--- config.mk ---
export PLATFORM = sky130hd
export DESIGN_NAME = dsp_mac_stream
export DESIGN_NICKNAME = d
export VERILOG_FILES = /design/src/rtl/dsp_mac_stream.sv
export SDC_FILE = /design/constraint.sdc
export NUM_CORES = 2
export LEC_CHECK = 0
export CAP_MARGIN = 20
export CORE_MARGIN = 5
export CORE_UTILIZATION = 50
export DETAILED_ROUTE_END_ITERATION = 12
export DONT_BUFFER_PORTS = 1
export PLACE_DENSITY = 0.68
export SLEW_MARGIN = 20
export SYNTH_ARGS = -nofsm -noshare
export SYNTH_HDL_FRONTEND = slang
export SYNTH_SLANG_ARGS = --single-unit
export TNS_END_PERCENT = 100
--- constraint.sdc ---
create_clock -name clk -period 6.2 [get_ports clk]
set_input_delay 0.93 -clock clk [delete_from_list [all_inputs] [get_ports clk]]
set_output_delay 0.93 -clock clk [all_outputs]
set_load 0.03 [all_outputs]
--- src/rtl/dsp_mac_stream.sv ---
`timescale 1ns/1ps
// dsp_mac_stream
//   Streaming signed MAC slice with three pipeline stages:
//   pre-adder, then multiplier, then post-adder/accumulator.
//   Valid/ready handshakes on both sides. All stages advance together only when the output
//   register is empty or being drained. The op code travels with each beat.
//
//   Optional feature: define DSP_SAT_EN to saturate p on signed overflow.
//   Without it, p wraps in two's complement; ovf is reported in both builds.
//
// Ports
//   clk, rst_n         clock (rising edge), asynchronous active-low reset
//   in_valid/in_ready  input handshake; in_ready = !out_valid || out_ready
//   a [AW]             signed multiplier operand
//   b, d [BW]          signed pre-adder operands
//   c, pcin [PW]       signed post-adder operand, cascade input
//   op [5]             [0] pre-add enable, [1] pre-sub, [3:2] Z select, [4] post-sub
//   out_valid/out_ready output handshake
//   p, pcout [PW]      registered result (pcout mirrors p)
//   carryout, ovf      unsigned carry/borrow and signed overflow of the PW-bit post-add
module dsp_mac_stream #(
  parameter int unsigned AW = 18,
  parameter int unsigned BW = 18,
  parameter int unsigned PW = 48
) (
  input  logic                 clk,
  input  logic                 rst_n,
  input  logic                 in_valid,
  output logic                 in_ready,
  input  logic signed [AW-1:0] a,
  input  logic signed [BW-1:0] b,
  input  logic signed [BW-1:0] d,
  input  logic signed [PW-1:0] c,
  input  logic signed [PW-1:0] pcin,
  input  logic [4:0]           op,
  output logic                 out_valid,
  input  logic                 out_ready,
  output logic [PW-1:0]        p,
  output logic [PW-1:0]        pcout,
  output logic                 carryout,
  output logic                 ovf
);

  localparam int unsigned MW = AW + BW;

  logic adv;

  // Stage 1: pre-adder result plus operands carried forward.
  // Only op[4:2] is needed past the pre-adder.
  logic                 s1_v_q;
  logic signed [BW-1:0] s1_x_q;
  logic signed [AW-1:0] s1_a_q;
  logic signed [PW-1:0] s1_c_q;
  logic signed [PW-1:0] s1_pcin_q;
  logic [2:0]           s1_op_q;
  logic signed [BW-1:0] pre_x;

  // Stage 2: product.
  logic                 s2_v_q;
  logic signed [MW-1:0] s2_m_q;
  logic signed [PW-1:0] s2_c_q;
  logic signed [PW-1:0] s2_pcin_q;
  logic [2:0]           s2_op_q;

  // Stage 3: result registers.
  logic                 out_valid_q;
  logic [PW-1:0]        p_q;
  logic                 carry_q;
  logic                 ovf_q;

  logic signed [PW-1:0] m_ext;
  logic signed [PW-1:0] z;
  logic [PW:0]          r;
  logic                 ovf_d;
  logic [PW-1:0]        p_d;

  assign adv      = !out_valid_q || out_ready;
  assign in_ready = adv;

  // The pre-adder wraps at BW bits.
  assign pre_x = op[0] ? (op[1] ? d - b : d + b) : b;

  always_ff @(posedge clk or negedge rst_n) begin
    if (!rst_n) begin
      s1_v_q    <= 1'b0;
      s1_x_q    <= '0;
      s1_a_q    <= '0;
      s1_c_q    <= '0;
      s1_pcin_q <= '0;
      s1_op_q   <= '0;
    end else if (adv) begin
      s1_v_q <= in_valid;
      if (in_valid) begin
        s1_x_q    <= pre_x;
        s1_a_q    <= a;
        s1_c_q    <= c;
        s1_pcin_q <= pcin;
        s1_op_q   <= op[4:2];
      end
    end
  end

  always_ff @(posedge clk or negedge rst_n) begin
    if (!rst_n) begin
      s2_v_q    <= 1'b0;
      s2_m_q    <= '0;
      s2_c_q    <= '0;
      s2_pcin_q <= '0;
      s2_op_q   <= '0;
    end else if (adv) begin
      s2_v_q <= s1_v_q;
      if (s1_v_q) begin
        s2_m_q    <= s1_x_q * s1_a_q;
        s2_c_q    <= s1_c_q;
        s2_pcin_q <= s1_pcin_q;
        s2_op_q   <= s1_op_q;
      end
    end
  end

  assign m_ext = PW'(s2_m_q);

  // Z source. Accumulate reads p_q as it stands when the beat enters stage 3.
  always_comb begin
    z = '0;
    unique case (s2_op_q[1:0])
      2'b00: z = '0;
      2'b01: z = s2_c_q;
      2'b10: z = signed'(p_q);
      2'b11: z = s2_pcin_q;
      default: z = '0;
    endcase
  end

  // PW+1-bit unsigned add/sub. The top bit is the carry, or the borrow when subtracting.
  assign r = s2_op_q[2] ? ({1'b0, z} - {1'b0, m_ext}) : ({1'b0, z} + {1'b0, m_ext});

  assign ovf_d = s2_op_q[2]
               ? ((z[PW-1] != m_ext[PW-1]) && (r[PW-1] != z[PW-1]))
               : ((z[PW-1] == m_ext[PW-1]) && (r[PW-1] != z[PW-1]));

`ifdef DSP_SAT_EN
  localparam logic [PW-1:0] PMax = {1'b0, {(PW-1){1'b1}}};
  localparam logic [PW-1:0] PMin = {1'b1, {(PW-1){1'b0}}};

  // On overflow the true result lies beyond the limit on Z's side.
  always_comb begin
    p_d = r[PW-1:0];
    if (ovf_d) p_d = z[PW-1] ? PMin : PMax;
  end
`else
  always_comb begin
    p_d = r[PW-1:0];
  end
`endif

  always_ff @(posedge clk or negedge rst_n) begin
    if (!rst_n) begin
      out_valid_q <= 1'b0;
      p_q         <= '0;
      carry_q     <= 1'b0;
      ovf_q       <= 1'b0;
    end else if (adv) begin
      out_valid_q <= s2_v_q;
      if (s2_v_q) begin
        p_q     <= p_d;
        carry_q <= r[PW];
        ovf_q   <= ovf_d;
      end
    end
  end

  assign out_valid = out_valid_q;
  assign p         = p_q;
  assign pcout     = p_q;
  assign carryout  = carry_q;
  assign ovf       = ovf_q;

endmodule
==> impl_metrics.csv <==
group,metric,value,unit
die,die_area,65600,um2
detailed_routing,via_per_inst,5.40,
detailed_routing,via_count,22886,
synthesis,ys_warn_count,0,
placed_design,dpl-instance-area,31000,um2
placed_design,place_ws,0.00181,ns
die,die_h,256,um
cells_and_area,final_common_cell,"nand2_1",
cells_and_area,fin_area,32800,um2
clock_network,cts_buffers,39,
grt,grt_pass1_wl,125000,um
detailed_routing,drc,0,
synthesis,synthTopCellsByArea,"dfrtp_1, fa_1, nand2_1",
synthesis,ys_async_sr_fraction,100,%
sta,hold_viol,0,
worst_setup_path,cpMaxStageDelayCell,"fa_1",
detailed_routing,drt_wl_total,77400,um
worst_setup_path,critPathKind,"flop to flop",
cells_and_area,fillCellCount,5436,
sta,period_share,98.0,%
worst_setup_path,r2r-start,"s1_a_q[6]$_DFFE_PN0P_",
clock_network,clock-root-buffer,"clkbuf_16",
cells_and_area,antenna_cells,0,
worst_setup_path,arrival,6.51,ns
clock_network,cts_tree,"done",
synthesis,yosysSeqAreaShare,26.7,%
clock_network,htree_levels,2,
synthesis,syn_avg_cell_area,8.66,um2
synthesis,yosys.area.top_type,"dfrtp_1",
status,status,"complete, no violations",
synthesis,yosys_register_bits,323,
synthesis,synth_cells,3497,
worst_hold_path,min_path_type,"primary input to asynchronous set/reset pin",
worst_setup_path,critPathMaxFanout,6,
clock_network,cts_buffer_depth,3,
sta,finClkSkew,0.0258,ns
worst_setup_path,required,6.64,ns
worst_setup_path,cpPeakStageDelay,0.60,ns
grt,grt-ovfl-total,0,
detailed_routing,drt_iter0_drc,1640,
synthesis,synth_top_area_share,26.7,%
detailed_routing,ant_nets,0,
sta,fin_crit,6.07,ns
cells_and_area,synthToLayoutAreaGrowth,8.31,%
worst_setup_path,critPathTopFamily,"adder cells",
synthesis,synth_edf_count,0,
clock_network,worstSkewPairLatency,0.57,ns
clock_network,clk_pin_slew,0.06,ns
sta,setup_ws,0.126,ns
sta,worstMarginPinSlew,0.977,ns
worst_setup_path,r2r-end,"s2_m_q[27]$_DFFE_PN0P_",
worst_setup_path,end_kind,"flop",
placed_design,dp_hpwl,60200,um
sta,drv_slew,0,
placed_design,gp_congestion,0.909,
sta,slew_headroom,34.9,%
synthesis,syn-num-nets,4147,
cells_and_area,drive_gt1_share,9.20,%
die,core,60100,um2
clock_network,hold_buffers,0,
die,start_util,50.4,%
run,maxCapViolCount,0,
detailed_routing,drtPass1Iterations,5,
die,rows,90,
clock_network,clkSinkCount,323,
sta,setup_viol,0,
cells_and_area,final_cell_mix,"nand2_1, inv_1, fa_1",
placed_design,portBuffers,0,
worst_setup_path,critPathBufInv,2,
cells_and_area,finalNetCount,4079,
detailed_routing,wl_per_cell,18.3,um
die,num_io_pins,259,
grt,grt_use_total,23.3,%
sta,timing.fmax,165,MHz
worst_setup_path,path_cells,"and2_4 -> fa_1 -> inv_1 -> fa_1 -> fa_1 -> inv_1 -> fa_2 -> fa_1 -> fa_1 -> ha_4 -> a21o_1 -> a21o_1 -> a22o_1 -> o21ai_2 -> a21boi_2 -> o31a_1 -> o41ai_2 -> mux2i_1 -> nand3_1",
grt,grt_pass1_vias,22994,
worst_setup_path,crit_path_start,"s1_a_q[6]$_DFFE_PN0P_",
grt,grt_max_degree,324,
synthesis,synth_cell_types,77,
worst_setup_path,startpoint_type,"flop",
sta,hold_ws,0.0570,ns
worst_setup_path,r2r_slack,0.13,ns
synthesis,syn_area,30300,um2
die,die-width,256,um
worst_setup_path,crit_path_frequent_cell,"fa_1",
worst_setup_path,r2r_cells,19,
synthesis,synth-main-ff-cell,"dfrtp_1",
grt,antenna_found_initial,0,
-- worst max-delay path by stage --
stage               cells past startpoint                     end  slack, ns
global placement                       21  s2_m_q[27]$_DFFE_PN0P_       0.08
floorplan                              22  s2_m_q[32]$_DFFE_PN0P_       0.01
detailed placement                     19  s2_m_q[27]$_DFFE_PN0P_      0.002
CTS                                    23  s2_m_q[32]$_DFFE_PN0P_      0.001
finish                                 19  s2_m_q[27]$_DFFE_PN0P_       0.13
global route                           22  s2_m_q[27]$_DFFE_PN0P_      -0.07
-- layout make-up --
class / count / area [um2] / share of cell area (%)
Tap cell: 782 / 978 / 2.98
Inverter: 412 / 1550 / 4.71
Multi-Input combinational cell: 2538 / 19800 / 60.3
Clock inverter: 23 / 364 / 1.11
Sequential cell: 323 / 8120 / 24.8
Clock buffer: 47 / 1040 / 3.16
Timing Repair Buffer: 115 / 965 / 2.94
-- kinds of logic (layout without fill, tap and decap cells) --
group	Yosys count	after routing	synth area share [%]
AOI/OAI and AO/OA	481	481	10.2
xor gates and xnor gates	133	133	3.85
and+or+nand+nor	1363	1363	19.7
adders and majority gates	491	491	28.5
muxes	70	70	2.52
buffers and inverters	636	597	8.51
DFF	323	323	26.7
-- metrics by stage --
stage	utilization, %	cells	TNS [ns]
finish	54.6	4240	0
global route	54.6	4240	-0.0896
CTS	53.9	4215	0
detailed placement	51.5	4145	0
global placement	51.5	4145	0
floorplan	-	3497	0
-- synthesized netlist by cell type, drive strengths merged (14+ instances only) --
| cell type | number |
|---|---|
| nand2 | 947 |
| inv | 412 |
| fa | 331 |
| dfrtp | 323 |
| and2 | 176 |
| clkbuf | 161 |
| ha | 160 |
| a21oi | 138 |
| o21ai | 128 |
| xnor2 | 99 |
| nor2 | 86 |
| buf | 63 |
| mux2 | 51 |
| a21o | 49 |
| a22o | 48 |
| xor2 | 34 |
| nor3 | 27 |
| nand3 | 21 |
| a31oi | 19 |
| mux2i | 19 |
| nand2b | 19 |
| nand4 | 15 |
| o21a | 14 |
-- metal layers --
| metal | part of all wire, % | vias to the layer above | GRT usage [%] |
|---|---|---|---|
| met5 | 0 | - | 0 |
| met4 | 2.8 | 0 | 6.42 |
| met2 | 49 | 566 | 39.1 |
| met3 | 5.8 | 126 | 4.37 |
| met1 | 43 | 11305 | 31.4 |
| li1 | - | 10889 | - |
-- flip-flops by register name, indices dropped and copies added (netlist names), 18 cells and up --
register	cells
p	48
s1_a_q	18
s1_c_q	48
s1_pcin_q	48
s1_x_q	18
s2_c_q	48
s2_m_q	36
s2_pcin_q	48
-- timing repair --
action | CTS | global route
gates resized for setup | 5 | 59
setup buffers | 0 | 25
setup endpoints to repair | 2 | 11
endpoints found under the hold margin | 0 | 0
pin swaps | 0 | 23
Power is left out: the tool's default activity adds up to more than one toggle a clock period on the data nets, which glitch-free logic cannot reach.
==> RTL edit: new RTL, config.mk and constraints unchanged <==
Add a define of `DSP_SAT_EN`.
--- a/src/rtl/dsp_mac_stream.sv
+++ b/src/rtl/dsp_mac_stream.sv
@@ -18,6 +18,8 @@
 //   out_valid/out_ready output handshake
 //   p, pcout [PW]      registered result (pcout mirrors p)
 //   carryout, ovf      unsigned carry/borrow and signed overflow of the PW-bit post-add
+`define DSP_SAT_EN
+
 module dsp_mac_stream #(
   parameter int unsigned AW = 18,
   parameter int unsigned BW = 18,
Behaviour: not the same (a bounded check fails within 4 cycles, from zero or initial values and one cycle with rst_n low).
==> RTL edit against the original RTL <==
Design area is 0.56% lower; worst setup slack worse by 45 ps; count of clock-buffer cells in the layout is 9 higher; sequential cell count stayed put; routed wire length is 3.0% higher; area after synthesis hardly changed; sequential share of layout area is 0.14 points higher; largest cell class unchanged.
Power is left out: the tool's default activity adds up to more than one toggle a clock period on the data nets, which glitch-free logic cannot reach.
==> RTL edit: results (changes against the original RTL) <==
Outcome:
- Outcome: completed (unchanged).

Clocking:
- The clock slew seen by the registers of the worst setup and hold paths is 60 ps (about the same).
- The total clock buffers created by CTS is 37 (was 39).

Route:
- The met1 wire length was 33.4 mm (was 33.0 mm).
- The aggregate routed wire length is 79.8 mm (was 77.4 mm).
- The detailed route wirelength on metal3 is 4.52 mm (was 4.49 mm).
- The sum of met2 wire segment lengths after detailed routing is 39.5 mm (was 37.7 mm).
- The starting DRC count in detailed routing came to 1,363 (was 1,640).
- The highest routing layer actually used is met5 (was met4).
- The ratio of routed vias to standard cells is 5.50 (was 5.40).
- The detailed-route wire length per cell was 19.9 um (was 18.3 um).

Logic synthesis:
- Cell types with the largest area share after synthesis: dfrtp_1, fa_1, nand2_1 (unchanged).
- The number of distinct library cells after synthesis is 71 (was 77).
- The sequential-to-total area share from yosys stat is 0.267 (about the same).
- List of most frequent post-synthesis cells: nand2_1, inv_1, fa_1 (unchanged).
- The mean post-synth cell area came to 9.29 sq um (was 8.66 sq um).

Finish:
- The number of nets in the finished design is 3,850 (was 4,079).
- The signed area change from the synthesized netlist to the final layout is 7.71% (was 8.31%).
- The ratio of cells with drive above 1 in the final layout came to 0.132 (was 0.0920).
- The fill cell instance count of the final layout is 5,388 (was 5,436).

Timing:
- The final setup skew is 22.8 ps (was 25.8 ps).
- The measured slew at the worst slew-check pin came to 1070 ps (was 977 ps).

Placed design:
- The standard cell area after detailed placement is 0.0310 sq mm (about the same).
- The final weighted congestion in routability-driven placement is 0.918 (was 0.909).
- The worst setup slack after placement came to -182 ps (was 1.81 ps).
- The total half-perimeter wirelength after legalization and detailed placement is 63.2 mm (was 60.2 mm).

Setup path:
- The biggest cell delay along the critical path is 570 ps (was 600 ps).
- The critical path data arrival time came to 6520 ps (was 6510 ps).

GRT:
- The number of global-route vias before repair is 23,100 (was 23,000).
- The total global-route track usage was 0.238 (was 0.233).
- The initial antenna violation count is 3 (was 0).
[RTL edit: changes by cell type in the layout (fill, tap and decap cells not counted), sizes merged, moves of 16 or more]
cell and delta:
nand2 -356, mux2 +105, nor2 +88, a211oi +40
o21ai -35, a21oi -23, inv -16
[RTL edit: cells by family after synthesis]
group	synth area share
AO/OA/AOI/OAI	0.100
buffers and inverters	0.0828
flip-flops	0.267
XOR/XNOR	0.0431
adder cells (fa/ha/maj)	0.285
AND/OR/NAND/NOR	0.157
multiplexers	0.0656
[RTL edit: timing repair]
action | CTS | global route
setup endpoints to repair | 5 | 38
buffers inserted | 0 | 16
resized for setup | 8 | 86
pin swaps | 1 | 42
hold buffers | 0 | 0
[RTL edit: area by class of cell]
type / count / share of cell area
multi-input cells: 2335 / 0.610
diodes: 1 / 0.0000767
flip-flops and latches: 323 / 0.249
clock buffers: 56 / 0.0343
clock inverters: 9 / 0.00253
repair buffers: 109 / 0.0290
inverters: 394 / 0.0453
well taps: 782 / 0.0300
[RTL edit: per-layer routing]
layer  up-vias  track usage
met5         -            0
met4         4       0.0700
met3       116       0.0361
li1      10300            -
met1     11000        0.315
met2       653        0.409
[RTL edit: worst paths after layout]
check,start,to,slack (ps),cells past startpoint
min,rst_n,s1_x_q[14]$_DFFE_PN0P_,100,0
max,s1_a_q[0]$_DFFE_PN0P_,s2_m_q[34]$_DFFE_PN0P_,80,24
min reg2reg,s1_pcin_q[0]$_DFFE_PN0P_,s1_pcin_q[0]$_DFFE_PN0P_,470,2
min in group clk,s1_pcin_q[0]$_DFFE_PN0P_,s1_pcin_q[0]$_DFFE_PN0P_,470,2
max in group asynchronous,rst_n,p[25]$_DFFE_PN0P_,5590,0
max reg2reg,s1_a_q[0]$_DFFE_PN0P_,s2_m_q[34]$_DFFE_PN0P_,80,24
[RTL edit: per-stage QoR]
step           hold slack (ps)  setup TNS [ps]
2_1_floorplan              442               0
3_3_place_gp               458           -53.6
3_5_place_dp               459            -455
4_1_cts                   48.3               0
5_1_grt                   69.4            -446
6_report                  95.0               0
[RTL edit: worst reg2reg max path: cells and delay by family (launching register included)]
family,cells,cell delay (ps)
adder cells (fa/ha/maj),7,3010
XOR/XNOR,1,150
AND/OR/NAND/NOR,4,700
buffers and inverters,6,490
flip-flops,1,450
AO/OA/AOI/OAI,6,1140
